==> src/rtl/rsa_pkg.sv <==
// Shared RSA definitions: default datapath width and the state encodings
// used by the modular exponentiation engine and its multiplier.
package rsa_pkg;

  localparam int RSA_W = 16;

  // ME_NEXT is kept for completeness; it is folded into the last multiplier cycle.
  typedef enum logic [2:0] {
    ME_IDLE,
    ME_LOAD,
    ME_SQR,
    ME_MUL,
    ME_NEXT,
    ME_DONE
  } mod_exp_state_t;

  typedef enum logic {
    MM_IDLE,
    MM_RUN
  } mod_mul_state_t;

endpackage

==> src/rtl/mod_mul.sv <==
// Interleaved shift-add modular multiplier, p = a*b mod n, MSB-first over b.
// Takes exactly W+1 cycles: one issue cycle plus W iterations; p is valid while done is high.
module mod_mul
  import rsa_pkg::*;
#(
  parameter int W = RSA_W
) (
  input  logic         clk,
  input  logic         rst_n,
  input  logic         start,
  input  logic [W-1:0] a,
  input  logic [W-1:0] b,
  input  logic [W-1:0] n,
  output logic [W-1:0] p,
  output logic         busy,
  output logic         done
);

  localparam int CW = $clog2(W);

  mod_mul_state_t state;
  logic [W-1:0]   a_r;
  logic [W-1:0]   b_r;
  logic [W-1:0]   n_r;
  logic [W-1:0]   p_r;
  logic [CW-1:0]  cnt;

  logic [W:0]     n_ext;
  logic [W:0]     dbl;
  logic [W:0]     dbl_red;
  logic [W:0]     sum;
  logic [W-1:0]   p_next;

  // One iteration: double, reduce, conditionally add a, reduce again.
  always_comb begin
    n_ext   = {1'b0, n_r};
    dbl     = {p_r, 1'b0};
    dbl_red = (dbl >= n_ext) ? (dbl - n_ext) : dbl;
    sum     = dbl_red + {1'b0, a_r & {W{b_r[W-1]}}};
    p_next  = (sum >= n_ext) ? W'(sum - n_ext) : sum[W-1:0];
  end

  assign p    = p_next;
  assign busy = (state == MM_RUN);
  assign done = (state == MM_RUN) && (cnt == '0);

  always_ff @(posedge clk or negedge rst_n) begin
    if (!rst_n) begin
      state <= MM_IDLE;
      a_r   <= '0;
      b_r   <= '0;
      n_r   <= '0;
      p_r   <= '0;
      cnt   <= '0;
    end else begin
      case (state)
        MM_IDLE: begin
          if (start) begin
            a_r   <= a;
            b_r   <= b;
            n_r   <= n;
            p_r   <= '0;
            cnt   <= CW'(W - 1);
            state <= MM_RUN;
          end
        end
        MM_RUN: begin
          p_r <= p_next;
          b_r <= {b_r[W-2:0], 1'b0};
          cnt <= cnt - CW'(1);
          if (cnt == '0) begin
            state <= MM_IDLE;
          end
        end
        default: state <= MM_IDLE;
      endcase
    end
  end

endmodule

==> src/rtl/mod_exp.sv <==
// Left-to-right square-and-multiply modular exponentiation over all W exponent bits.
// Latency is 2 + (W+1)*(W + popcount(exp)) cycles by design; it is the side channel under study.
module mod_exp
  import rsa_pkg::*;
#(
  parameter int W = RSA_W
) (
  input  logic         clk,
  input  logic         rst_n,
  input  logic         start,
  input  logic [W-1:0] base,
  input  logic [W-1:0] exp,
  input  logic [W-1:0] modulus,
  output logic [W-1:0] result,
  output logic         busy,
  output logic         done
);

  localparam int IW = $clog2(W);

  mod_exp_state_t state;
  logic [W-1:0]   base_r;
  logic [W-1:0]   exp_r;
  logic [W-1:0]   mod_r;
  logic [W-1:0]   acc;
  logic [IW-1:0]  idx;

  logic           mul_start;
  logic [W-1:0]   mul_b;
  logic [W-1:0]   mul_p;
  logic           mul_busy;
  logic           mul_done;

  // The single multiplier is re-issued the cycle after it finishes, so each op costs W+1 cycles.
  assign mul_start = ((state == ME_SQR) || (state == ME_MUL)) && !mul_busy;
  assign mul_b     = (state == ME_MUL) ? base_r : acc;

  mod_mul #(.W(W)) u_mod_mul (
    .clk   (clk),
    .rst_n (rst_n),
    .start (mul_start),
    .a     (acc),
    .b     (mul_b),
    .n     (mod_r),
    .p     (mul_p),
    .busy  (mul_busy),
    .done  (mul_done)
  );

  always_ff @(posedge clk or negedge rst_n) begin
    if (!rst_n) begin
      state  <= ME_IDLE;
      base_r <= '0;
      exp_r  <= '0;
      mod_r  <= '0;
      acc    <= '0;
      idx    <= '0;
      result <= '0;
      busy   <= 1'b0;
      done   <= 1'b0;
    end else begin
      done <= 1'b0;
      case (state)
        ME_IDLE: begin
          if (start) begin
            base_r <= base;
            exp_r  <= exp;
            mod_r  <= modulus;
            busy   <= 1'b1;
            state  <= ME_LOAD;
          end
        end
        ME_LOAD: begin
          if (mod_r < W'(2)) begin
            acc   <= '0;
            state <= ME_DONE;
          end else begin
            acc   <= W'(1);
            idx   <= IW'(W - 1);
            state <= ME_SQR;
          end
        end
        ME_SQR: begin
          if (mul_done) begin
            acc <= mul_p;
            if (exp_r[idx]) begin
              state <= ME_MUL;
            end else if (idx == '0) begin
              state <= ME_DONE;
            end else begin
              idx <= idx - IW'(1);
            end
          end
        end
        // Bit advance happens here on the multiplier's final cycle instead of in a separate state.
        ME_MUL: begin
          if (mul_done) begin
            acc <= mul_p;
            if (idx == '0) begin
              state <= ME_DONE;
            end else begin
              idx   <= idx - IW'(1);
              state <= ME_SQR;
            end
          end
        end
        ME_DONE: begin
          result <= acc;
          done   <= 1'b1;
          busy   <= 1'b0;
          state  <= ME_IDLE;
        end
        default: state <= ME_IDLE;
      endcase
    end
  end

endmodule

==> config.mk <==
export PLATFORM = sky130hd
export DESIGN_NAME = mod_exp
export DESIGN_NICKNAME = d
export VERILOG_FILES = /design/src/rtl/rsa_pkg.sv /design/src/rtl/mod_mul.sv /design/src/rtl/mod_exp.sv
export SDC_FILE = /design/constraint.sdc
export NUM_CORES = 1
export LEC_CHECK = 0
export CAP_MARGIN = 20
export CORE_UTILIZATION = 35
export CTS_CLUSTER_DIAMETER = 60
export DETAILED_ROUTE_END_ITERATION = 6
export GPL_TIMING_DRIVEN = 0
export PLACE_DENSITY_LB_ADDON = 0.08
export SYNTH_ARGS = -nofsm -noshare
export SYNTH_HDL_FRONTEND = slang
export SYNTH_SLANG_ARGS = --single-unit
==> constraint.sdc <==
create_clock -name clk -period 20 [get_ports clk]
set_clock_uncertainty 0.2 [all_clocks]
set_input_delay 3 -clock clk [delete_from_list [all_inputs] [get_ports clk]]
set_output_delay 3 -clock clk [all_outputs]
set_load 0.05 [all_outputs]
# Word level (Yosys, flattened, before mapping)
# Cells that the tools add are included.
[word_totals]
in_bits = 51
mem_count = 0
ramBits = 0
word_cells = 89
register_bits = 158
latchBits = 0
mem_bits_ro = 0
[op_classes]
add_sub_neg = 5
bitwise_logic = 2
div_mod_pow = 0
shift = 0
n_reduce_logical = 17
n_mux = 34
n_lt_le_gt_ge = 4
mul = 0
n_eq_ne = 12
[op_table]
columns = ["cell", "n"]
rows = [
  ["16-bit one-hot mux with 2 select lines", 3],
  ["16-bit two-way mux", 5],
  ["17-bit by 16-bit >= comparator with 1-bit output", 2],
  ["4-bit two-way mux", 6],
  ["3-bit two-way mux", 7],
  ["17-bit by 16-bit adder with 17-bit output", 1],
  ["17-bit two-way mux", 1],
  ["17-bit by 16-bit subtractor with 17-bit output", 1],
  ["16-bit bitwise AND", 1],
  ["16-bit by 2-bit less-than comparator with 1-bit output (second input constant)", 1],
  ["16-bit subtractor", 1],
  ["2-bit inequality test (second input constant)", 6],
  ["3-bit one-hot mux with 4 select lines", 1],
  ["4-bit one-hot mux with 3 select lines", 1],
  ["4-bit logical NOT", 2],
  ["4-bit one-hot mux with 2 select lines", 1],
  ["2-bit AND reduction", 4],
  ["4-bit by 1-bit subtractor with 4-bit output (second input constant)", 2],
  ["3-bit by 2-bit equality test with 1-bit output (second input constant)", 2],
  ["1-bit two-way mux", 6],
  ["4-bit by 5-bit less-than comparator with 1-bit output (second input constant)", 1],
  ["5-bit AND reduction", 1],
  ["1-bit binary-select mux with 4-bit select", 1],
  ["1-bit one-hot mux with 2 select lines", 2],
  ["other kinds (13)", 15],
]

# Depth between registers and ports, before layout
[logic_depth]
depth_word = 7
ltp_mapped = 30
depth_no_buf = 27

# Modules after synthesis
# From an unflattened synthesis, not the netlist that was laid out.
[unflattened]
cells_unflattened = 964
area_unflattened_um2 = 9541.7
[by_module_without_submodules]
columns = ["mod", "area_per_inst_um2", "seq_area_each_um2", "cells_per_inst", "instances"]
rows = [
  ["mod_mul", 5676.7, 1726.7, 651, 1],
  ["mod_exp", 3865.0, 2227.1, 313, 1],
]

# Least setup slack after synthesis
# OpenSTA, ideal clock, no wires.
[synth_path]
path_kind = "flip-flop to flip-flop"
start = "register u_mod_mul.n_r[1]"
end = "register acc[0]"
path_slack_ns = 13.411
stages_incl_launch_ff = 30
setup_ns = 0.104
path_buffers = 2
t_arrival_ns = 6.285
path_cell_list = "dfrtp_1 -> inv_1 -> ha_1 -> ha_1 -> nand3_1 -> or4_1 -> nand4b_1 -> nor3_1 -> or2_2 -> clkbuf_1 -> clkbuf_1 -> nor2_1 -> ha_1 -> inv_1 -> fa_1 -> nor2b_1 -> o31a_1 -> o221ai_1 -> o21ai_0 -> xor2_1 -> ha_1 -> a21o_1 -> nand2_1 -> nand2b_1 -> a21o_1 -> a211o_1 -> or4_4 -> a21oi_4 -> mux2_2 -> a221oi_1"
[synth_between]
elab_chain_len = 7
[synth_rtl]
columns = ["item", "line_no", "text"]
rows = [
  ["from (decl)", "mod_mul.sv:24", "logic [W-1:0] n_r;"],
  ["from (signal assigned)", "mod_mul.sv:61", "n_r <= n;"],
  ["17-bit by 16-bit subtractor with 17-bit output or 17-bit by 16-bit >= comparator with 1-bit output (tied branches)", "mod_mul.sv:38", "dbl_red = (dbl >= n_ext) ? (dbl - n_ext) : dbl;"],
  ["17-bit two-way mux", "mod_mul.sv:38", ""],
  ["17-bit by 16-bit adder with 17-bit output", "mod_mul.sv:39", "sum = dbl_red + {1'b0, a_r & {W{b_r[W-1]}}};"],
  ["17-bit by 16-bit >= comparator with 1-bit output or 16-bit subtractor (tied branches)", "mod_mul.sv:40", "p_next = (sum >= n_ext) ? W'(sum - n_ext) : sum[W-1:0];"],
  ["16-bit two-way mux (*)", "mod_mul.sv:40", ""],
  ["16-bit two-way mux (*)", "mod_exp.sv:84, mod_exp.sv:97", ""],
  ["16-bit one-hot mux with 2 select lines (*)", "mod_exp.sv:63", "case (state)"],
  ["to (signal assigned)", "mod_exp.sv:85", "acc <= mul_p;"],
  ["to (signal assigned)", "mod_exp.sv:98", "acc <= mul_p;"],
  ["to (decl)", "mod_exp.sv:25", "logic [W-1:0] acc;"],
]
# Mark *: on every way between the ends. The rest lies on a longest branch, timed or not. The select of a mux whose other input is x is not followed.
# A chain may end at the register's enable or synchronous reset.

# Worst setup path in the final report
[layout_path]
start = "register u_mod_mul.n_r[1]"
end = "register u_mod_mul.p_r[9]"
[layout_between]
elab_chain_len = 6
[layout_rtl]
columns = ["item", "line_no", "text"]
rows = [
  ["17-bit by 16-bit subtractor with 17-bit output or 17-bit by 16-bit >= comparator with 1-bit output (tied branches)", "mod_mul.sv:38", ""],
  ["17-bit two-way mux", "mod_mul.sv:38", ""],
  ["17-bit by 16-bit adder with 17-bit output", "mod_mul.sv:39", ""],
  ["16-bit subtractor or 17-bit by 16-bit >= comparator with 1-bit output (tied branches)", "mod_mul.sv:40", ""],
  ["16-bit two-way mux (*)", "mod_mul.sv:40", ""],
  ["16-bit one-hot mux with 2 select lines (*)", "mod_mul.sv:56", "case (state)"],
  ["to (signal assigned)", "mod_mul.sv:68", "p_r <= p_next;"],
  ["to (decl)", "mod_mul.sv:25", "logic [W-1:0] p_r;"],
]
# Mark *: on every way between the ends. The rest lies on a longest branch, timed or not.

==> flow_summary.json <==
{
  "clock_latency_ps": 440,
  "rr_endpoint": "u_mod_mul.p_r[9]$_DFFE_PN0P_",
  "hold_path_depth": 2,
  "rows": 58,
  "slew_headroom_pct": 42.0,
  "layout.cells.most_common": "dfrtp_1",
  "crit_top_cell": "ha_1",
  "grt_pass1_wl_um": 38800,
  "postSynthCellCount": 916,
  "critPathMaxStageDelay_ps": 580,
  "finalSetupTns_ps": 0,
  "wire_per_inst_um": 17.7,
  "yosysUniqueCellTypes": 57,
  "grt_pass1_vias": 6888,
  "grt_overflow": 0,
  "clkSinkCount": 158,
  "core_area_mm2": 0.0253,
  "max_cap_violations": 0,
  "cp_max_fo": 10,
  "root_buffer": "clkbuf_16",
  "syn_area_mm2": 0.00902,
  "cts_resized": 0,
  "fp.dieArea_mm2": 0.0264,
  "place.gp.congestion": 0.816,
  "hold_path_end": "u_mod_mul.b_r[3]$_DFFE_PN0P_",
  "hold_slack_ps": 274,
  "final_area_mm2": 0.0107,
  "fp.dieW_um": 163,
  "drc": 0,
  "diodes": 0,
  "critPathLaunchType": "flop",
  "syn_nets": 1021,
  "vias": 6878,
  "cts_buffers": 17,
  "worstPathRequired_ps": 20080,
  "r2r_slack_ps": 12190,
  "antenna_found_initial": 0,
  "fin_nets": 1109,
  "cts_tree": "built",
  "wl_um": 23800,
  "finalHoldViolCount": 0,
  "syn_to_final_growth_pct": 19.0,
  "cts_setup_buffers": 0,
  "drv_slew": 0,
  "path_class": "reg -> reg",
  "rsz0062_at_grt": "false",
  "ys.flop_type": "dfrtp_1",
  "start_util_pct": 35.7,
  "crit_path_end_kind": "flop",
  "reg2reg_depth": 30,
  "setup_viol": 0,
  "hold_buffers": 0,
  "drt_pre_antenna_iters": 4,
  "grt_max_degree": 115,
  "hp-start": "u_mod_mul.b_r[2]$_DFFE_PN0P_",
  "wl_met1_um": 12100,
  "min_path_type": "reg -> reg",
  "critPathTopFamily": "simple AND/OR/NAND/NOR gates",
  "portBuffers": 68,
  "dp_hpwl_um": 18300,
  "synth_edf_count": 0,
  "grtUsageTotal_pct": 19.3,
  "drt_first_iter_violations": 353,
  "htreeDepth": 4,
  "critPathArrivalTime_ps": 7890,
  "ys_seq_area_share_pct": 43.9,
  "clkTransAtPathRegs_ps": 80,
  "die_h_um": 163,
  "period_needed_ps": 7810,
  "met3_wirelength_um": 778,
  "reg2reg_from": "u_mod_mul.n_r[1]$_DFFE_PN0P_",
  "drive_gt1_share_pct": 11.0,
  "tightestPinTransition_ps": 870,
  "clockBufferDepth": 2,
  "async_flop_share_pct": 100,
  "cp_slowest_cell": "or4_1",
  "ys_ff_latch": 158,
  "antenna_left": 0,
  "period_share_pct": 39.0,
  "placed_cell_area_mm2": 0.0101,
  "yosys_warnings": 0,
  "final_cell_mix": "158 x dfrtp_1, 125 x nand2_1, 70 x o21ai_0, 67 x mux2_2, 67 x clkdlybuf4s50_1",
  "routed.top_layer": "met4",
  "vias_per_cell": 5.11,
  "route.met2.wl_um": 10800,
  "cp_num_buf_inv": 5,
  "syn_avg_cell_area_um2": 9.84,
  "outcome": "finished, final reports clean",
  "io_pins": 69,
  "fmax_ghz": 0.128
}
worst max path at each step:
stage	from	end	slack [ps]	depth (start not counted)
2_1_floorplan	u_mod_mul.n_r[1]$_DFFE_PN0P_	acc[0]$_DFFE_PN0P_	13410	29
3_3_place_gp	rst_n	mod_r[12]$_DFFE_PN0P_	8770	1
3_5_place_dp	u_mod_mul.n_r[1]$_DFFE_PN0P_	u_mod_mul.p_r[6]$_DFFE_PN0P_	12150	30
4_1_cts	u_mod_mul.n_r[1]$_DFFE_PN0P_	u_mod_mul.p_r[6]$_DFFE_PN0P_	12130	30
5_1_grt	u_mod_mul.n_r[1]$_DFFE_PN0P_	u_mod_mul.p_r[14]$_DFFE_PN0P_	11630	29
6_report	u_mod_mul.n_r[1]$_DFFE_PN0P_	u_mod_mul.p_r[9]$_DFFE_PN0P_	12190	30
final cells by class:
type                            instances  area [um2]
Fill cell                            2537       14500
Multi-Input combinational cell        686        4780
Sequential cell                       158        3950
Timing Repair Buffer                   69         713
Clock buffer                           17         425
Tap cell                              330         413
Clock inverter                         15         163
Buffer                                 39         163
Inverter                               33         124
synthesized netlist by cell type, types with 6 or more instances:
master    instances  area, um2
clkbuf_1         33        124
mux2i_1          30        300
inv_1            32        120
nand3_1          22        110
nor2_1           55        206
ha_1             51        638
o21ai_0          70        350
xor2_1           10       87.6
o31ai_1           6       45.0
o22ai_1          13       81.3
a211oi_1         10       75.1
nor3_1           13       65.1
mux2_2           67        754
a21oi_1          49        245
o21ai_1          13       65.1
dfrtp_1         158       3950
nand2_1         125        469
o21a_1           11       82.6
nand4_1           8       50.1
a21o_1           17        128
nor2b_1           6       37.5
xnor2_1          30        263
and2_1           15       93.8
through the flow:
stage | worst slack [ps] | util, % | cells
after floorplan | 13410 | - | 916
after global placement | 8770 | 40.0 | 1314
after detailed placement | 12150 | 40.2 | 1315
after CTS | 12130 | 42.5 | 1347
after global routing | 11630 | 42.5 | 1347
final | 12190 | 42.5 | 1347
cells by family (layout without fill, tap and decap cells):
| family | after synthesis | count (layout) | share of synthesized area, % |
|---|---|---|---|
| compound gates | 218 | 218 | 14.8 |
| xor+xnor | 40 | 40 | 3.89 |
| fa+ha+maj | 54 | 54 | 7.74 |
| buf+inv | 72 | 173 | 3.18 |
| flops | 158 | 158 | 43.9 |
| mux | 102 | 102 | 12.9 |
| simple gates | 272 | 272 | 13.6 |
flip-flops by register name, indices dropped and copies added, names as in the netlist:
register	count
exp_r	16
u_mod_mul.b_r	16
idx	4
u_mod_mul.n_r	16
acc	16
u_mod_mul.a_r	16
state	3
u_mod_mul.p_r	16
base_r	16
done	1
mod_r	16
u_mod_mul.busy	1
busy	1
u_mod_mul.cnt	4
result	16
routing by layer:
layer  vias up  global-route usage [%]
met5         -                       0
met3        10                    2.70
met2       112                    30.3
met4         0                    4.93
met1      3323                    27.6
li1       3433                       -
worst register-to-register path: cells and delay by family, from the launching register on:
family / cells / cell delay [ps]
and+or+nand+nor: 10 / 2230
AOI/OAI and AO/OA: 8 / 1810
buffers and inverters: 5 / 960
xor gates and xnor gates: 1 / 260
muxes: 1 / 380
DFF: 1 / 390
adders and majority gates: 5 / 1440
Power is left out: the tool's default activity adds up to more than one toggle a clock period on the data nets, which glitch-free logic cannot reach.
